**config.mk**
```make
export PLATFORM = sky130hd
export DESIGN_NAME = hilo_mdu_ctrl_flat
export DESIGN_NICKNAME = d
export VERILOG_FILES = /design/src/rtl/hilo_mdu_ctrl_pkg.sv /design/src/rtl/hilo_mdu_ctrl_if.sv /design/src/rtl/hilo_mdu_ctrl_div_iter.sv /design/src/rtl/hilo_mdu_ctrl.sv /design/src/flat_wrapper.sv
export SDC_FILE = /design/constraint.sdc
export NUM_CORES = 2
export LEC_CHECK = 0
export ABC_CLOCK_PERIOD_IN_PS = 10700
export BUFFER_PORTS_ARGS = -buffer_cell sky130_fd_sc_hd__clkbuf_2
export CAP_MARGIN = 10
export CORE_MARGIN = 2
export CORE_UTILIZATION = 35
export CTS_BUF_LIST = sky130_fd_sc_hd__clkbuf_8
export CTS_CLUSTER_DIAMETER = 150
export DETAILED_ROUTE_END_ITERATION = 6
export SYNTH_ARGS = -nofsm -noshare
export SYNTH_HDL_FRONTEND = slang
export SYNTH_SLANG_ARGS = --single-unit
```
**constraint.sdc**
```tcl
create_clock -name clk -period 10.7 [get_ports clk]
set_clock_uncertainty 0.2 [all_clocks]
set_input_delay 1.07 -clock clk [delete_from_list [all_inputs] [get_ports clk]]
set_output_delay 1.07 -clock clk [all_outputs]
set_load 0.02 [all_outputs]
```
**src/rtl/hilo_mdu_ctrl_pkg.sv**
```systemverilog
// hilo_mdu_ctrl_pkg
//   Operation codes shared between the EX-stage ALU control and the
//   multiply/divide sequencer. The values match EXE_*_OP in defines.vh.
package hilo_mdu_ctrl_pkg;

   localparam logic [7:0] EXE_MULT_OP  = 8'b0001_1000;
   localparam logic [7:0] EXE_MULTU_OP = 8'b0001_1001;
   localparam logic [7:0] EXE_DIV_OP   = 8'b0001_1010;
   localparam logic [7:0] EXE_DIVU_OP  = 8'b0001_1011;
   localparam logic [7:0] EXE_MTHI_OP  = 8'b0001_0001;
   localparam logic [7:0] EXE_MTLO_OP  = 8'b0001_0011;

endpackage

```
**src/rtl/hilo_mdu_ctrl_if.sv**
```systemverilog
// hilo_mdu_ctrl_if
//   Bundle between the EX stage (master) and the MDU sequencer (slave).
//   EX -> MDU : start, alucontrol, src_a, src_b, flush
//   MDU -> EX : stall_o, busy
//   MDU -> HI/LO file : hi_we, lo_we, hi_wdata, lo_wdata
interface hilo_mdu_ctrl_if;
   logic        start;
   logic [7:0]  alucontrol;
   logic [31:0] src_a;
   logic [31:0] src_b;
   logic        flush;
   logic        stall_o;
   logic        hi_we;
   logic        lo_we;
   logic [31:0] hi_wdata;
   logic [31:0] lo_wdata;
   logic        busy;

   modport master (
      output start, alucontrol, src_a, src_b, flush,
      input  stall_o, hi_we, lo_we, hi_wdata, lo_wdata, busy
   );

   modport slave (
      input  start, alucontrol, src_a, src_b, flush,
      output stall_o, hi_we, lo_we, hi_wdata, lo_wdata, busy
   );
endinterface

```
**src/rtl/hilo_mdu_ctrl_div_iter.sv**
```systemverilog
// div_iter
//   Purely combinational helpers for the radix-2 restoring divider.
//   i_a/i_b/i_signed     -> o_abs_a/o_abs_b magnitudes, o_q_neg/o_r_neg sign flags
//   i_rq/i_dvsr          -> o_rq: one shift-subtract step on {remainder, quotient}
//   i_q_neg/i_r_neg      -> o_quo/o_rem: sign-corrected result taken from o_rq
module div_iter (
   input  logic [31:0] i_a,
   input  logic [31:0] i_b,
   input  logic        i_signed,
   output logic [31:0] o_abs_a,
   output logic [31:0] o_abs_b,
   output logic        o_q_neg,
   output logic        o_r_neg,
   input  logic [63:0] i_rq,
   input  logic [31:0] i_dvsr,
   output logic [63:0] o_rq,
   input  logic        i_q_neg,
   input  logic        i_r_neg,
   output logic [31:0] o_quo,
   output logic [31:0] o_rem
);

   logic [64:0] w_sh;
   logic [32:0] w_top;
   logic        w_ge;
   logic [31:0] w_rem_new;

   assign o_abs_a = (i_signed && i_a[31]) ? -i_a : i_a;
   assign o_abs_b = (i_signed && i_b[31]) ? -i_b : i_b;
   // Quotient negative when signs differ; remainder follows the dividend.
   assign o_q_neg = i_signed && (i_a[31] ^ i_b[31]);
   assign o_r_neg = i_signed && i_a[31];

   // The shifted partial remainder can need 33 bits, so keep the carry-out.
   assign w_sh      = {i_rq, 1'b0};
   assign w_top     = w_sh[64:32];
   assign w_ge      = (w_top >= {1'b0, i_dvsr});
   // When w_ge holds the difference is below the divisor, so 32 bits suffice.
   assign w_rem_new = w_top[31:0] - i_dvsr;
   assign o_rq      = w_ge ? {w_rem_new, w_sh[31:1], 1'b1} : w_sh[63:0];

   assign o_quo = i_q_neg ? -o_rq[31:0]  : o_rq[31:0];
   assign o_rem = i_r_neg ? -o_rq[63:32] : o_rq[63:32];

endmodule

```
**src/rtl/hilo_mdu_ctrl.sv**
```systemverilog
// hilo_mdu_ctrl
//   Sequencer for the multi-cycle multiply/divide unit that writes HI/LO.
//   clk : system clock
//   rst : synchronous active-high reset
//   bus : hilo_mdu_ctrl_if.slave (operation request, stall/busy, HI/LO writes)
//   MULT/MULTU run MUL_LAT cycles, DIV/DIVU run DIV_ITERS restoring steps,
//   then DONE raises both write strobes for one cycle. MTHI/MTLO write
//   straight through in IDLE without stalling.
module hilo_mdu_ctrl
   import hilo_mdu_ctrl_pkg::*;
#(
   parameter int MUL_LAT   = 2,
   parameter int DIV_ITERS = 32
) (
   input  logic            clk,
   input  logic            rst,
   hilo_mdu_ctrl_if.slave  bus
);

   localparam logic [1:0] S_IDLE    = 2'd0;
   localparam logic [1:0] S_MUL_RUN = 2'd1;
   localparam logic [1:0] S_DIV_RUN = 2'd2;
   localparam logic [1:0] S_DONE    = 2'd3;

   localparam int CMAX = (MUL_LAT > DIV_ITERS) ? MUL_LAT : DIV_ITERS;
   localparam int CW   = $clog2(CMAX + 1);

   logic [1:0]    r_state, w_next;
   logic [CW-1:0] r_cnt;
   logic [31:0]   r_ma, r_mb;
   logic          r_msigned;
   logic [63:0]   r_rq;
   logic [31:0]   r_dvsr;
   logic          r_qneg, r_rneg;
   logic [31:0]   r_hi, r_lo;

   logic          w_is_mul, w_is_div, w_div0, w_mthi, w_mtlo, w_signed;
   logic [63:0]   w_ea, w_eb, w_prod;
   logic [31:0]   w_abs_a, w_abs_b, w_quo, w_rem;
   logic          w_q_neg, w_r_neg;
   logic [63:0]   w_rq_next;
   logic          w_cnt_zero;

   // ---- decode (meaningful only in IDLE) ----
   assign w_is_mul = bus.start && (bus.alucontrol == EXE_MULT_OP  ||
                                   bus.alucontrol == EXE_MULTU_OP);
   assign w_is_div = bus.start && (bus.alucontrol == EXE_DIV_OP   ||
                                   bus.alucontrol == EXE_DIVU_OP);
   assign w_div0   = w_is_div && (bus.src_b == 32'd0);
   assign w_mthi   = bus.start && (bus.alucontrol == EXE_MTHI_OP);
   assign w_mtlo   = bus.start && (bus.alucontrol == EXE_MTLO_OP);
   assign w_signed = (bus.alucontrol == EXE_MULT_OP) ||
                     (bus.alucontrol == EXE_DIV_OP);
   assign w_cnt_zero = (r_cnt == '0);

   // Low 64 bits of the product of extended operands give both the
   // signed and unsigned 64-bit results.
   assign w_ea   = r_msigned ? {{32{r_ma[31]}}, r_ma} : {32'd0, r_ma};
   assign w_eb   = r_msigned ? {{32{r_mb[31]}}, r_mb} : {32'd0, r_mb};
   assign w_prod = w_ea * w_eb;

   div_iter u_div_iter (
      .i_a      (bus.src_a),
      .i_b      (bus.src_b),
      .i_signed (w_signed),
      .o_abs_a  (w_abs_a),
      .o_abs_b  (w_abs_b),
      .o_q_neg  (w_q_neg),
      .o_r_neg  (w_r_neg),
      .i_rq     (r_rq),
      .i_dvsr   (r_dvsr),
      .o_rq     (w_rq_next),
      .i_q_neg  (r_qneg),
      .i_r_neg  (r_rneg),
      .o_quo    (w_quo),
      .o_rem    (w_rem)
   );

   // ---- FSM: state register ----
   always_ff @(posedge clk) begin
      if (rst) r_state <= S_IDLE;
      else     r_state <= w_next;
   end

   // ---- FSM: next state ----
   always_comb begin
      w_next = r_state;
      case (r_state)
         S_IDLE: begin
            if (w_is_mul)      w_next = S_MUL_RUN;
            else if (w_div0)   w_next = S_DONE;
            else if (w_is_div) w_next = S_DIV_RUN;
         end
         S_MUL_RUN: if (w_cnt_zero) w_next = S_DONE;
         S_DIV_RUN: if (w_cnt_zero) w_next = S_DONE;
         default:   w_next = S_IDLE;
      endcase
      if (bus.flush) w_next = S_IDLE;
   end

   // ---- FSM: outputs ----
   always_comb begin
      bus.stall_o  = 1'b0;
      bus.hi_we    = 1'b0;
      bus.lo_we    = 1'b0;
      bus.hi_wdata = r_hi;
      bus.lo_wdata = r_lo;
      if (!rst && !bus.flush) begin
         case (r_state)
            S_IDLE: begin
               bus.stall_o = w_is_mul || w_is_div;
               bus.hi_we   = w_mthi;
               bus.lo_we   = w_mtlo;
               if (w_mthi) bus.hi_wdata = bus.src_a;
               if (w_mtlo) bus.lo_wdata = bus.src_a;
            end
            S_MUL_RUN, S_DIV_RUN: bus.stall_o = 1'b1;
            default: begin
               bus.hi_we = 1'b1;
               bus.lo_we = 1'b1;
            end
         endcase
      end
   end

   assign bus.busy = (r_state != S_IDLE);

   // ---- datapath: operand latches, counter, result registers ----
   // Results land in r_hi/r_lo on the transition into DONE so they are
   // stable for the whole strobe cycle and held afterwards.
   always_ff @(posedge clk) begin
      if (rst) begin
         r_cnt     <= '0;
         r_ma      <= '0;
         r_mb      <= '0;
         r_msigned <= 1'b0;
         r_rq      <= '0;
         r_dvsr    <= '0;
         r_qneg    <= 1'b0;
         r_rneg    <= 1'b0;
         r_hi      <= '0;
         r_lo      <= '0;
      end else if (!bus.flush) begin
         case (r_state)
            S_IDLE: begin
               if (w_is_mul) begin
                  r_ma      <= bus.src_a;
                  r_mb      <= bus.src_b;
                  r_msigned <= w_signed;
                  r_cnt     <= CW'(MUL_LAT - 1);
               end else if (w_div0) begin
                  r_hi <= bus.src_a;
                  r_lo <= 32'hFFFF_FFFF;
               end else if (w_is_div) begin
                  r_rq   <= {32'd0, w_abs_a};
                  r_dvsr <= w_abs_b;
                  r_qneg <= w_q_neg;
                  r_rneg <= w_r_neg;
                  r_cnt  <= CW'(DIV_ITERS - 1);
               end
               if (w_mthi) r_hi <= bus.src_a;
               if (w_mtlo) r_lo <= bus.src_a;
            end
            S_MUL_RUN: begin
               if (w_cnt_zero) begin
                  r_hi <= w_prod[63:32];
                  r_lo <= w_prod[31:0];
               end else begin
                  r_cnt <= r_cnt - 1'b1;
               end
            end
            S_DIV_RUN: begin
               r_rq <= w_rq_next;
               if (w_cnt_zero) begin
                  r_hi <= w_rem;
                  r_lo <= w_quo;
               end else begin
                  r_cnt <= r_cnt - 1'b1;
               end
            end
            default: ;
         endcase
      end
   end

endmodule
```
**src/flat_wrapper.sv**
```systemverilog
// flat-port wrapper written by rule: the top's interface ports become plain ports
module hilo_mdu_ctrl_flat import hilo_mdu_ctrl_pkg::*;
#(
   parameter int MUL_LAT   = 2,
   parameter int DIV_ITERS = 32
)
  (clk, rst, bus_start, bus_alucontrol, bus_src_a, bus_src_b, bus_flush, bus_stall_o, bus_hi_we, bus_lo_we, bus_hi_wdata, bus_lo_wdata, bus_busy);
  hilo_mdu_ctrl_if bus_i ();
  input  logic clk;
  input  logic rst;
  input wire logic [$bits(bus_i.start)-1:0] bus_start;
  input wire logic [$bits(bus_i.alucontrol)-1:0] bus_alucontrol;
  input wire logic [$bits(bus_i.src_a)-1:0] bus_src_a;
  input wire logic [$bits(bus_i.src_b)-1:0] bus_src_b;
  input wire logic [$bits(bus_i.flush)-1:0] bus_flush;
  output wire logic [$bits(bus_i.stall_o)-1:0] bus_stall_o;
  output wire logic [$bits(bus_i.hi_we)-1:0] bus_hi_we;
  output wire logic [$bits(bus_i.lo_we)-1:0] bus_lo_we;
  output wire logic [$bits(bus_i.hi_wdata)-1:0] bus_hi_wdata;
  output wire logic [$bits(bus_i.lo_wdata)-1:0] bus_lo_wdata;
  output wire logic [$bits(bus_i.busy)-1:0] bus_busy;
  assign bus_i.start = bus_start;
  assign bus_i.alucontrol = bus_alucontrol;
  assign bus_i.src_a = bus_src_a;
  assign bus_i.src_b = bus_src_b;
  assign bus_i.flush = bus_flush;
  assign bus_stall_o = bus_i.stall_o;
  assign bus_hi_we = bus_i.hi_we;
  assign bus_lo_we = bus_i.lo_we;
  assign bus_hi_wdata = bus_i.hi_wdata;
  assign bus_lo_wdata = bus_i.lo_wdata;
  assign bus_busy = bus_i.busy;
  hilo_mdu_ctrl #(.MUL_LAT(MUL_LAT), .DIV_ITERS(DIV_ITERS)) u_core (.clk(clk), .rst(rst), .bus(bus_i));
endmodule
```
==> impl_metrics.csv <==
group,metric,value,unit
cts,htree_levels,2,
logic_synthesis,ys_top_cells_by_area,"fa_1 45%, inv_1 9.4%, dfxtp_1 7.4%",
routing,drt_iter0_markers,3825,
timing,finalWorstSetupSlack,0.314,ns
worst_setup_path,critical-path-max-stage-delay,1.05,ns
logic_synthesis,syn_nets,9149,
hold_path,hp-class,"reg -> reg",
logic_synthesis,seq_area_frac_synth,7.37,%
grt,grt_overflow,0,
logic_synthesis,ys_ff_latch,235,
layout,final_cell_mix,"1599 x inv_1, 1420 x fa_1, 942 x nand2_1",
layout,final_util,37.7,%
routing,drtAntennaViolNets,0,
floorplan,core,181000,µm²
logic_synthesis,ys_types,93,
timing,finalSetupTns,0,ns
power,total_power,2.16,mW
worst_setup_path,endpoint_kind,"register",
floorplan,fp.dieH,431,µm
layout,drive_above_1_share,6.50,%
layout,syn_to_final_growth,6.89,%
timing,fin_crit_sh,97.1,%
timing,tightest_slew,1.30,ns
floorplan,dieArea,186000,µm²
routing,vias,49500,
grt,grt_usage,22.4,%
placed_design,hpwlAfterDp,172000,µm
grt,grt_pass1_vias,52300,
routing,routedWlPerCell,21.3,µm
cts,cts_tree,"done",
cts,cts_resized,0,
cts,clkLatencyLatePin,0.68,ns
routing,vias_per_cell,5.14,
worst_setup_path,critical_path_class,"reg -> reg",
placed_design,dpl_cell_area,67200,µm²
logic_synthesis,yosysWarningCount,0,
logic_synthesis,ys.flop_type,"dfxtp_1",
floorplan,rows,156,
grt,grt_max_degree,107,
placed_design,portBuffers,143,
logic_synthesis,synth_area,63900,µm²
placed_design,gp_congestion,0.929,
floorplan,die_w,431,µm
layout,mostFrequentLayoutCell,"inv_1",
cts,cts_sinks,235,
worst_setup_path,crit_path_frequent_cell,"fa_1",
logic_synthesis,synthArstFlopShare,0,%
floorplan,ios,144,
cts,cts_root_buffer,"clkbuf_8",
run,cap_violations,0,
timing,hold_viol,0,
cts,clockBufferDepth,3,
cts,numCtsBuffers,48,
cts,clk_pin_slew,0.06,ns
cts,post_cts_buffers,0,
grt,antenna_found_initial,9,
routing,drc_errors,0,
outcome,status,"finished clean",
routing,drt_first_pass_iters,6,
layout,final_area,68300,µm²
power,power_leakage,33.6,nW
worst_setup_path,cp_max_fo,20,
placed_design,place_ws,0.424,ns
worst_setup_path,critPathLaunchType,"register",
power,peakVddDrop,0.0755,mV
layout,layout.nets,9060,
logic_synthesis,synth_area_per_cell,8.75,µm²
worst_setup_path,crit_family,"adder cells",
worst_setup_path,cp.required,11.08,ns
power,powerDensity,31.6,nW/µm²
timing,drv_slew,0,
logic_synthesis,yosys.area.top_type_share,44.5,%
worst_setup_path,worst_path_max_delay_cell,"dfxtp_1",
worst_setup_path,cp_num_buf_inv,8,
timing,finalSetupViolCount,0,
layout,num-fill-cells,18400,
worst_setup_path,arrival,10.77,ns
cts,cts_hold_buf,0,
timing,min_period,10.39,ns
floorplan,start_util,35.3,%
logic_synthesis,synth_largest_area_cell,"fa_1",
timing,max_freq,96.3,MHz
timing,rsz0062_at_grt,"no",
logic_synthesis,synth_edf_count,0,
logic_synthesis,syn_inst,7303,
routing,routed_wl,205000,µm
grt,grt_pass1_wl,321000,µm
timing,slew_headroom,13.4,%
## path summary, 6_finish.rpt
check	from	end	slack [ns]	depth (start not counted)
min reg2reg	u_core.r_hi[6]	u_core.r_hi[6]	0.25	2
min	u_core.r_hi[6]	u_core.r_hi[6]	0.25	2
max reg2reg	u_core.r_mb[14]	u_core.r_hi[15]	0.31	30
max	u_core.r_mb[14]	u_core.r_hi[15]	0.31	30
## kinds of logic after synthesis
| kind of cell | count (synthesis) | share of synthesized area, % |
|---|---|---|
| buffers and inverters | 2009 | 11.8 |
| xor gates and xnor gates | 255 | 3.50 |
| DFF | 235 | 7.37 |
| AOI/OAI and AO/OA | 864 | 8.72 |
| adders and majority gates | 1774 | 51.4 |
| and+or+nand+nor | 2093 | 15.9 |
| muxes | 73 | 1.26 |
## layout make-up
cell class	count	area, µm²	area share, %
antenna	6	15.0	0.0220
inverter	1594	5980	8.76
clock buffer	61	840	1.23
multi-input combinational	5059	51700	75.7
timing repair buffer	276	1840	2.70
sequential	235	4710	6.89
tap	2370	2970	4.34
clock inverter	23	229	0.335
## power breakdown
part	total, mW	switching [mW]	internal, mW
Sequential	0.879	0.00257	0.877
Combinational	0.189	0.132	0.0567
Clock	1.09	0.475	0.613
Total	2.16	0.610	1.55
## registers in the layout (all words and copies together) (netlist names)
signal	count
u_core.r_rq	64
u_core.r_dvsr	32
u_core.r_ma	32
u_core.r_hi	32
u_core.r_rneg	1
u_core.r_cnt	6
u_core.r_qneg	1
u_core.r_mb	32
u_core.r_lo	32
u_core.r_msigned	1
u_core.r_state	2
## Yosys cell counts (all sizes together), types with 8 or more instances
cell type and instances:
a21boi 10, o31a 8, a311oi 8, ha 350, nand3 60, a21oi 321, xnor2 189, nor2 226
mux2 61, a211o 9, o31ai 32, fa 1420, dfxtp 235, or2 9, nor3b 8, or3 23
nand2b 21, and3 45, xor2 66, mux2i 12, o21a 18, a31oi 15, a221oi 41, a211oi 67
inv 1593, o21ai 150, nor2b 13, or4 10, a21o 58, nand4 15, nand2 943, o211ai 19
o41ai 20, buf 32, nor4 34, nor3 73, a22oi 8, o21bai 15, clkbuf 383, and2 583
## per-layer routing
| metal | share of wire, % | up-vias | global-route usage [%] |
|---|---|---|---|
| met2 | 46 | 1800 | 35.6 |
| met1 | 44 | 25400 | 31.3 |
| met5 | 0.0078 | - | 0 |
| met4 | 3.8 | 2 | 7.94 |
| met3 | 6.8 | 319 | 2.91 |
| li1 | - | 21900 | - |
## worst register-to-register path, delay by kind of cell, from the launching register on
kind                       cells  cell delay, ns
adders and majority gates     11            5.25
AOI/OAI and AO/OA              6            1.97
xor gates and xnor gates       1            0.37
DFF                            1            1.05
and+or+nand+nor                4            0.68
buffers and inverters          8            0.79
## stage by stage
step | std cells | hold slack, ns
after floorplan | 7303 | 0.225
after global placement | 9533 | 0.236
after detailed placement | 9533 | 0.244
after CTS | 9617 | 0.252
after global routing | 9622 | 0.269
final | 9624 | 0.253
(Power assumes the default switching activity.)
